File: config.mk
export PLATFORM = sky130hd
export DESIGN_NAME = mux_ctrl
export DESIGN_NICKNAME = d
export VERILOG_FILES = /design/src/rtl/mux_ctrl.sv
export SDC_FILE = /design/constraint.sdc
export NUM_CORES = 1
export LEC_CHECK = 0
export ABC_AREA = 1
export CORE_UTILIZATION = 40
export DETAILED_ROUTE_END_ITERATION = 6
export PLACE_DENSITY_LB_ADDON = 0.12
export SYNTH_ARGS = -nofsm -noshare
export SYNTH_HDL_FRONTEND = slang
export SYNTH_SLANG_ARGS = --single-unit
File: constraint.sdc
create_clock -name clk -period 2.3 [get_ports clk]
set_input_delay 0.345 -clock clk [delete_from_list [all_inputs] [get_ports clk]]
set_output_delay 0.345 -clock clk [all_outputs]
set_load 0.02 [all_outputs]
File: src/rtl/mux_ctrl.sv
// Selection controller in front of the project mux: synchronises the selection pins,
// steps the project address and gates the mux enable and data words behind a guard interval.
module mux_ctrl #(
    parameter int unsigned NUM_PROJECTS = 24,
    parameter int unsigned ADDR_W       = 5,
    parameter int unsigned SYNC_STAGES  = 2,
    parameter int unsigned GUARD_CYCLES = 2,
    localparam int unsigned IW_W        = 18,
    localparam int unsigned OW_W        = 24
) (
    input  logic              clk,
    input  logic              rst_n,
    input  logic              ctrl_sel_rst_n,
    input  logic              ctrl_sel_inc,
    input  logic              ctrl_ena,
    input  logic [IW_W-1:0]   iw_in,
    input  logic [OW_W-1:0]   ow_in,
    output logic [ADDR_W-1:0] addr,
    output logic              ena,
    output logic [IW_W-1:0]   iw,
    output logic [OW_W-1:0]   ow_out
);

    localparam int unsigned GCNT_W = $clog2(GUARD_CYCLES + 1);

    typedef enum logic [1:0] {
        S_IDLE   = 2'b00,
        S_SETTLE = 2'b01,
        S_RUN    = 2'b10
    } state_t;

    logic [SYNC_STAGES-1:0] r_sel_sync;
    logic [SYNC_STAGES-1:0] r_inc_sync;
    logic [SYNC_STAGES-1:0] r_ena_sync;
    logic                   r_inc_prev;
    logic [ADDR_W-1:0]      r_addr;
    state_t                 r_state;
    logic [GCNT_W-1:0]      r_gcnt;
    logic [IW_W-1:0]        r_iw;
    logic [OW_W-1:0]        r_ow;

    logic                   w_sel_rst_s;
    logic                   w_inc_s;
    logic                   w_ena_s;
    logic                   w_inc_edge;
    state_t                 w_state_nxt;
    logic [GCNT_W-1:0]      w_gcnt_nxt;

    // Control-pin synchronisers and increment edge history
    always_ff @(posedge clk or negedge rst_n) begin
        if (!rst_n) begin
            r_sel_sync <= '0;
            r_inc_sync <= '0;
            r_ena_sync <= '0;
            r_inc_prev <= 1'b0;
        end else begin
            r_sel_sync <= {r_sel_sync[SYNC_STAGES-2:0], ctrl_sel_rst_n};
            r_inc_sync <= {r_inc_sync[SYNC_STAGES-2:0], ctrl_sel_inc};
            r_ena_sync <= {r_ena_sync[SYNC_STAGES-2:0], ctrl_ena};
            r_inc_prev <= w_inc_s;
        end
    end

    assign w_sel_rst_s = r_sel_sync[SYNC_STAGES-1];
    assign w_inc_s     = r_inc_sync[SYNC_STAGES-1];
    assign w_ena_s     = r_ena_sync[SYNC_STAGES-1];
    assign w_inc_edge  = w_inc_s & ~r_inc_prev;

    // Address counter; selection reset overrides an increment in the same cycle
    always_ff @(posedge clk or negedge rst_n) begin
        if (!rst_n) begin
            r_addr <= '0;
        end else if (!w_sel_rst_s) begin
            r_addr <= '0;
        end else if (w_inc_edge) begin
            if (r_addr == ADDR_W'(NUM_PROJECTS - 1)) begin
                r_addr <= '0;
            end else begin
                r_addr <= r_addr + ADDR_W'(1);
            end
        end
    end

    always_ff @(posedge clk or negedge rst_n) begin
        if (!rst_n) begin
            r_state <= S_IDLE;
            r_gcnt  <= '0;
        end else begin
            r_state <= w_state_nxt;
            r_gcnt  <= w_gcnt_nxt;
        end
    end

    always_comb begin
        w_state_nxt = r_state;
        w_gcnt_nxt  = r_gcnt;
        if (!w_sel_rst_s) begin
            w_state_nxt = S_IDLE;
            w_gcnt_nxt  = '0;
        end else if (w_inc_edge) begin
            w_state_nxt = S_SETTLE;
            w_gcnt_nxt  = GCNT_W'(GUARD_CYCLES);
        end else begin
            case (r_state)
                S_IDLE: begin
                    if (w_ena_s) begin
                        w_state_nxt = S_SETTLE;
                        w_gcnt_nxt  = GCNT_W'(GUARD_CYCLES);
                    end
                end
                S_SETTLE: begin
                    w_gcnt_nxt = r_gcnt - GCNT_W'(1);
                    if (r_gcnt == GCNT_W'(1)) begin
                        w_state_nxt = w_ena_s ? S_RUN : S_IDLE;
                    end
                end
                S_RUN: begin
                    if (!w_ena_s) begin
                        w_state_nxt = S_IDLE;
                    end
                end
                default: begin
                    w_state_nxt = S_IDLE;
                    w_gcnt_nxt  = '0;
                end
            endcase
        end
    end

    // Data words are only passed while the selected project is running
    always_ff @(posedge clk or negedge rst_n) begin
        if (!rst_n) begin
            r_iw <= '0;
            r_ow <= '0;
        end else begin
            r_iw <= (r_state == S_RUN) ? iw_in : '0;
            r_ow <= (r_state == S_RUN) ? ow_in : '0;
        end
    end

    assign addr   = r_addr;
    assign ena    = (r_state == S_RUN);
    assign iw     = r_iw;
    assign ow_out = r_ow;

endmodule

==> out/metrics.yaml, run 1 <==
die:
  num_rows: 26
  die_w_microns: 74.8
  fp.dieH_microns: 74.8
  die_area_sq_um: 5600
  start_util: 0.415
  core_sq_um: 5110
  io_pins: 95
clock_tree:
  cts_tree: "built"
  post-cts-setup-buffers: 0
  holdBufCountCts: 0
  clk_pin_slew_ns: 0.06
  cts.sinks: 58
  cts_buffers: 9
  htreeDepth: 3
  cts_resized: 0
  clockBufferDepth: 2
  insertion_delay_ns: 0.33
  root_buffer: "clkbuf_8"
drt:
  vias_per_cell: 4.23
  ant_nets: 0
  avgRoutedWirePerCell_microns: 11.9
  drc: 0
  drt-initial-drc-count: 26
  drtPass1Iterations: 4
  dr_total_vias: 1647
  routed_wl_microns: 4620
sta:
  period_share: 0.817
  finalMaxSlewViolations: 0
  fin_tns_setup_ns: 0
  hold_viol: 13
  maxSlewHeadroom: 0.640
  tightest_slew_ns: 0.540
  setup_violations: 0
  rsz0062_at_grt: "false"
  clock-skew-final_ns: 0.00671
  period_needed_ns: 1.88
  whs_ns: -0.00574
  fmax_ghz: 0.532
synth:
  netlist_area_sq_um: 2120
  synth.area.top_cells: "dfrtp_1 (68%), inv_1 (9.7%), nor2_1 (8.1%)"
  yosysWarnings: 0
  yosysTopAreaCellShare: 0.684
  ys_seq_elements: 58
  syn_nets: 260
  avgSynthCellArea_sq_um: 10.1
  synth-seq-area-share: 0.684
  synth_top_area_cell: "dfrtp_1"
  netlist_instances: 211
  synth_cell_types: 21
outcome:
  outcome: "finished with violations"
  violations: "hold timing"
place:
  numPortBuffers: 94
  hpwlAfterDp_microns: 3370
  gp_congestion: 0.731
worst_setup_path:
  cp.required_ns: 1.96
  endpoint_kind: "output pin"
  critPathKind: "flop to output pin"
  critical_path_arrival_ns: 1.53
  reg2reg_from: "r_state[1]"
  critPathMaxFanout: 3
  cp-start-kind: "flop"
  worst_r2r_path_depth: 6
  rr_endpoint: "r_state[0]"
  ff2ff_setup_slack_ns: 0.97
final_layout:
  fill_cells: 436
  regArea_sq_um: 1450
  antennaDiodeCount: 0
  area_delta_synth_final_pct: 55.5
  mostFrequentLayoutCells: "clkdlybuf4s50_1 (93), dfrtp_1 (58), inv_1 (55)"
  final_common_cell: "clkdlybuf4s50_1"
  drive_above_1_share: 0.0846
  final_nets: 364
  postLayoutCoreUtil: 0.646
  multiInputGateArea_sq_um: 437
grt:
  antenna_found_initial: 0
  overflow: 0
  grt_usage: 0.180
  grt_pass1_vias: 1684
  grt_max_degree: 45
  grt_pass1_wl_microns: 7080
pwr:
  power_mw: 2.23
  leakagePower_nw: 1.74
  worst_ir_drop_vdd_mv: 0.488
  cellPowerDensity_nw_per_um2: 676
job:
  maxCapViolCount: 0
hold_path:
  hp-class: "input pin to async pin"
==> layer usage <==
metal  global-route usage  vias to the layer above  share of wire
met5                    0                        -              0
met4                0.111                        0          0.025
li1                     -                      812              -
met2                0.311                       44           0.54
met1                0.172                      780           0.37
met3               0.0843                       11          0.064
==> cell families (layout without fill, tap and decap cells) <==
logic type      after synthesis  after routing  share of synthesized area
fa+ha+maj                     2              2                     0.0118
buf+inv                      61            169                      0.110
flops                        58             58                      0.684
xor+xnor                      1              1                    0.00413
simple gates                 77             77                      0.149
compound gates               12             12                     0.0413
==> state kept, by name (all words and copies together) (netlist names) <==
| signal | cells |
|---|---|
| r_state | 2 |
| r_inc_sync | 2 |
| iw | 18 |
| r_sel_sync | 2 |
| r_ena_sync | 2 |
| ow_out | 24 |
| r_gcnt | 2 |
| addr | 5 |
| r_inc_prev | 1 |
==> how the worst max path moves through the flow <==
stage	start	depth (start not counted)	endpoint
after floorplan	r_state[0]	4	ena
after global placement	r_state[0]	4	ena
after detailed placement	r_state[0]	4	ena
after CTS	r_state[0]	4	ena
after global routing	r_state[0]	4	ena
final	r_state[0]	4	ena
==> per-stage QoR <==
step	cell area [sq um]	setup WS, ns	std cells	hold WS (ns)
after global routing	3300	0.341	389	0.0259
final	3300	0.420	389	-0.00574
after global placement	3150	0.774	374	0.333
after floorplan	2120	1.04	211	0.0494
after detailed placement	3150	0.770	374	0.338
after CTS	3300	0.399	389	0.00249
==> cells in the mapped netlist <==
master    count
o21ai_1       1
inv_2         2
o21ai_2       1
nand2_1      19
nand4_1       1
a21oi_4       1
ha_1          2
nand3_1       6
nand2_2       2
a21oi_1       1
inv_1        55
nand3_2       1
o211ai_2      1
a22o_1        1
o21ai_0       5
nor2_1       46
dfrtp_1      58
nor2_2        2
buf_2         4
xor2_1        1
o22ai_1       1
==> where the power goes <==
group,switching (mW),internal (mW)
clock network,0.373,0.377
logic,0.190,0.180
registers,0.0295,1.08
==> cell type report <==
| cell class | count | share of cell area |
|---|---|---|
| Clock inverter | 4 | 0.00607 |
| Multi-Input combinational cell | 92 | 0.132 |
| Tap cell | 70 | 0.0265 |
| Clock buffer | 11 | 0.0398 |
| Inverter | 57 | 0.0648 |
| Timing Repair Buffer | 97 | 0.290 |
| Sequential cell | 58 | 0.440 |
==> worst max-delay path, cell delays in order, from the launching register on <==
cell and delay, ns:
dfrtp_1 0.39, inv_1 0.09, nand2_1 0.07, inv_1 0.06, clkdlybuf4s50_1 0.60
Power figures use the tool's default switching activity.
==> inputs of run 2 (changes only) <==
clock period = 1.8 ns   (was 2.3 ns; I/O delays follow)
==> run 2 against run 1 <==
Via count fell by 1.4%. Die area did not move. The flow now finishes without violations. Non-clock buffer count is the same. Sequential share of layout area shrank 0.35 points. Clock power increased by 32%. Utilization rose by 0.51 points. Register-to-register slack worse by 0.51 ns. Total power up 29%. Combinational power up 29%. Critical path depth down 3. Count of clock-buffer cells in the layout up 2. Sequential power is 28% higher.
==> out/metrics.yaml, run 2 (synthesized netlist as in run 1, its figures left out) <==
die:
  die_w_microns: 74.8
  start_util: 0.415
  io_pins: 95
  core_sq_um: 5110
  die_area_sq_um: 5600
  num_rows: 26
  fp.dieH_microns: 74.8
final_layout:
  regArea_sq_um: 1450
  finalNonFillerCells: 390
  final_common_cell: "clkdlybuf4s50_1"
  antennaDiodeCount: 0
  postLayoutCoreUtil: 0.651
  area_delta_synth_final_pct: 56.7
  mostFrequentLayoutCells: "clkdlybuf4s50_1 (92), dfrtp_1 (58), inv_1 (55)"
  multiInputGateArea_sq_um: 437
  fill_cells: 418
  drive_above_1_share: 0.0813
  final_nets: 364
  largest_reg_flops: 24
worst_setup_path:
  slowest_stage: "clkdlybuf4s50_1"
  crit_start: "addr[3]"
  rr_endpoint: "r_gcnt[1]"
  crit_buf_inv: 1
  cp-start-kind: "flop"
  worst_r2r_path_depth: 5
  reg2reg_from: "r_state[1]"
  cp_cell_sequence: "clkdlybuf4s50_1"
  endpoint_kind: "output pin"
  ff2ff_setup_slack_ns: 0.46
  critPathKind: "flop to output pin"
  cpPeakStageDelay_ns: 0.62
  critical-path-top-delay-family: "buffers and inverters"
  cp.required_ns: 1.53
  critical_path_arrival_ns: 1.35
  critPathMaxFanout: 4
sta:
  maxSlewHeadroom: 0.687
  tightest_slew_ns: 0.470
  period_share: 0.900
  hold_viol: 0
  fmax_ghz: 0.617
  rsz0062_at_grt: "false"
  setup_violations: 0
  finalMaxSlewViolations: 0
  fin_tns_setup_ns: 0
  period_needed_ns: 1.62
  clock-skew-final_ns: 0.00827
grt:
  grt_usage: 0.170
  grt_pass1_wl_microns: 6840
  antenna_found_initial: 0
  grt_pass1_vias: 1517
  overflow: 0
  grt_max_degree: 59
hold_path:
  whs_path_depth: 0
  whs_endpoint: "r_sel_sync[1]"
  hp-class: "flop to flop"
  min_from: "r_sel_sync[0]"
place:
  placedCellCount: 373
  numPortBuffers: 94
  hpwlAfterDp_microns: 3070
  gp_congestion: 0.771
pwr:
  leakagePower_nw: 1.76
  worst_ir_drop_vdd_mv: 0.467
  cellPowerDensity_nw_per_um2: 868
clock_tree:
  post-cts-setup-buffers: 0
  cts_buffers: 9
  cts_tree: "built"
  root_buffer: "clkbuf_8"
  clockBufferDepth: 2
  clk_pin_slew_ns: 0.06
  cts.sinks: 58
  insertion_delay_ns: 0.32
  htreeDepth: 3
drt:
  vias_per_cell: 4.16
  drc: 0
  routed_wl_microns: 4420
  drt-initial-drc-count: 89
  dr_total_vias: 1624
  avgRoutedWirePerCell_microns: 11.3
  drtPass1Iterations: 4
  ant_nets: 0
job:
  maxCapViolCount: 0
outcome:
  outcome: "complete, no violations"
-- run 2: layer usage --
layer	wire length, microns	part of all wire	vias to the layer above	track usage
met1	1740	0.39	759	0.185
met5	0	0	-	0
li1	-	-	814	-
met4	39	0.0088	0	0.0713
met3	297	0.067	4	0.0884
met2	2340	0.53	47	0.280
-- run 2: layout make-up --
type	count	area share
repair buffers	97	0.292
clock inverters	3	0.00451
inverters	57	0.0643
clock buffers	13	0.0448
flip-flops and latches	58	0.436
multi-input cells	92	0.131
well taps	70	0.0263
-- run 2: worst max path at each step --
stage	slack, ns	depth (start not counted)	endpoint
after floorplan	0.62	4	ena
after global placement	0.35	4	ena
after detailed placement	0.35	4	ena
after CTS	0.14	1	addr[3]
after global routing	0.1	1	addr[0]
final	0.18	1	addr[3]
-- run 2: stage by stage --
stage / setup WS [ns] / cell area [sq um] / power [mW] / hold WS, ns
6_report: 0.180 / 3330 / 2.89 / 0.345
5_1_grt: 0.0981 / 3330 / 3.05 / 0.354
4_1_cts: 0.143 / 3330 / 2.94 / 0.349
3_5_place_dp: 0.352 / 3150 / 1.92 / 0.297
3_3_place_gp: 0.349 / 3150 / 1.91 / 0.300
2_1_floorplan: 0.619 / 2120 / 1.66 / -0.0256
-- run 2: power breakdown --
part           switching, mW  leakage [nW]  internal (mW)  total, mW
sequential            0.0354         0.786           1.38       1.42
combinational          0.246         0.882          0.232      0.478
clock                  0.463        0.0872          0.531      0.993
-- run 2: repair_timing --
action,in CTS,in global routing
hold endpoints to repair,58,0
endpoints found under the setup margin,1,0
hold buffers,1,0
resized for setup,1,0
==> inputs of run 3 (changes only) <==
ABC_AREA = 0   (was 1)
==> run 3 against run 2 <==
Utilization rose by 2.8 points. Design area is 2.3% lower. Wire length shrank 10%. Global-route usage fell by 0.061 points. Maximum frequency decreased by 0.75%. Clock skew shrank 0.0013 ns. Via count decreased by 14%. Total power shrank 6.9%. Register-to-register slack barely moved.
==> out/metrics.yaml, run 3 <==
outcome:
  outcome: "complete, no violations"
place:
  numPortBuffers: 94
  gp_congestion: 0.728
  hpwlAfterDp_microns: 2740
  place_ws_ns: 0.330
final_layout:
  antennaDiodeCount: 0
  area_delta_synth_final_pct: 61.1
  final_nets: 297
  fill_cells: 377
  mostFrequentLayoutCells: "clkdlybuf4s50_1 (92), dfrtp_1 (58), and2_1 (43)"
  final_common_cell: "clkdlybuf4s50_1"
  drive_above_1_share: 0.0751
  largest_reg_flops: 24
drt:
  drtPass1Iterations: 4
  routed_wl_microns: 3970
  avgRoutedWirePerCell_microns: 12.4
  vias_per_cell: 4.37
  drt-initial-drc-count: 103
  drc: 0
  dr_total_vias: 1397
  ant_nets: 0
sta:
  period_share: 0.907
  finalMaxSlewViolations: 0
  tightest_slew_ns: 0.318
  maxSlewHeadroom: 0.788
  hold_viol: 0
  clock-skew-final_ns: 0.00694
  rsz0062_at_grt: "false"
  setup_ws_ns: 0.168
  fin_tns_setup_ns: 0
  period_needed_ns: 1.63
  setup_violations: 0
  fmax_ghz: 0.613
clock_tree:
  cts.sinks: 58
  clk_pin_slew_ns: 0.06
  cts_buffers: 9
  insertion_delay_ns: 0.31
  cts_tree: "built"
  post-cts-setup-buffers: 0
  root_buffer: "clkbuf_8"
  htreeDepth: 3
  clockBufferDepth: 2
die:
  io_pins: 95
  num_rows: 25
  fp.dieH_microns: 73.0
  start_util: 0.421
  die_w_microns: 73.0
  die_area_sq_um: 5330
  core_sq_um: 4790
worst_setup_path:
  slowest_stage: "clkdlybuf4s50_1"
  cp.required_ns: 1.53
  cpPeakStageDelay_ns: 0.63
  crit_buf_inv: 1
  critPathMaxFanout: 5
  crit_start: "addr[2]"
  reg2reg_from: "r_state[0]"
  critPathKind: "flop to output pin"
  endpoint_kind: "output pin"
  cp_cell_sequence: "clkdlybuf4s50_1"
  critical_path_arrival_ns: 1.36
  critical-path-top-delay-family: "buffers and inverters"
  cp-start-kind: "flop"
hold_path:
  min_from: "r_sel_sync[0]"
  hp-class: "flop to flop"
synth:
  avgSynthCellArea_sq_um: 13.9
  synth_top_area_cell: "dfrtp_1"
  netlist_instances: 145
  synth_edf_count: 0
  ys_seq_elements: 58
  ys_top_cells_by_count: "dfrtp_1 (58), and2_1 (43), nor2b_1 (5)"
  synth_ff_type: "dfrtp_1"
  yosysTopAreaCellShare: 0.720
  synth-seq-area-share: 0.720
  synth.area.top_cells: "dfrtp_1 (72%), and2_1 (13%), nor2b_1 (1.6%)"
  syn_nets: 194
  synth_most_common_cell: "dfrtp_1"
  netlist_area_sq_um: 2020
  synth_cell_types: 26
  yosysWarnings: 0
  async_reset_ff_frac: 1.00
grt:
  grt_pass1_vias: 1392
  grt_max_degree: 59
  grt_pass1_wl_microns: 6490
  overflow: 0
  antenna_found_initial: 0
  grt_usage: 0.170
job:
  maxCapViolCount: 0
pwr:
  cellPowerDensity_nw_per_um2: 827
  power_mw: 2.69
  leakagePower_nw: 1.50
  worst_ir_drop_vdd_mv: 0.612
run 3: changes by cell type after synthesis, sizes merged, moves of 4 or more:
cell | previous run | this run
nand2 | 21 | 3
nor2b | 0 | 6
and2 | 0 | 43
clkbuf | 0 | 4
nor2 | 48 | 1
inv | 57 | 3
o21ai | 7 | 1
nand3 | 7 | 1
run 3: what timing repair did:
item,in CTS,in global routing
endpoints found under the hold margin,58,0
gates resized for setup,1,0
setup endpoints to repair,1,0
hold buffers,1,0
run 3: kinds of logic (layout without fill, tap and decap cells):
kind of cell / Yosys count / in the layout / synth area share
adders and majority gates: 2 / 2 / 0.0124
muxes: 3 / 3 / 0.0149
AOI/OAI and AO/OA: 8 / 8 / 0.0254
DFF: 58 / 58 / 0.720
xor gates and xnor gates: 1 / 1 / 0.00434
buffers and inverters: 9 / 117 / 0.0198
and+or+nand+nor: 64 / 64 / 0.203
run 3: path summary, 6_finish.rpt:
kind                            depth (start not counted)             to  slack (ns)
worst max-delay path                                    1        addr[2]        0.17
worst min-delay path                                    0  r_sel_sync[1]        0.35
worst max register to register                          4     r_state[1]        0.46
worst min register to register                          0  r_sel_sync[1]        0.35
max in group asynchronous                               3         iw[15]        1.06
min in group asynchronous                               3     ow_out[22]        0.49
run 3: power by group:
group | internal [mW] | switching (mW)
registers | 1.32 | 0.0170
logic | 0.122 | 0.0630
clock network | 0.715 | 0.446
run 3: layout make-up:
type | instances | area, sq um | area share
Sequential cell | 58 | 1450 | 0.447
Timing Repair Buffer | 98 | 980 | 0.302
Multi-Input combinational cell | 78 | 526 | 0.162
Clock buffer | 14 | 163 | 0.0501
Tap cell | 67 | 83.8 | 0.0258
Clock inverter | 2 | 35.0 | 0.0108
Inverter | 3 | 11.3 | 0.00347
run 3: metal layers:
layer  global-route usage  vias to the layer above  routed length, microns
met2                0.272                       49                    2010
met1                0.192                      679                    1600
met4               0.0980                        0                      44
met3               0.0677                        5                     323
li1                     -                      664                       -
met5                    0                        -                       0
run 3: stage by stage:
step,instances,area (sq um),hold WS (ns),util
floorplan,145,2020,-0.0256,-
finish,320,3250,0.347,0.679
global placement,303,3040,0.295,0.636
detailed placement,303,3040,0.293,0.636
global route,320,3250,0.356,0.679
CTS,320,3250,0.347,0.679
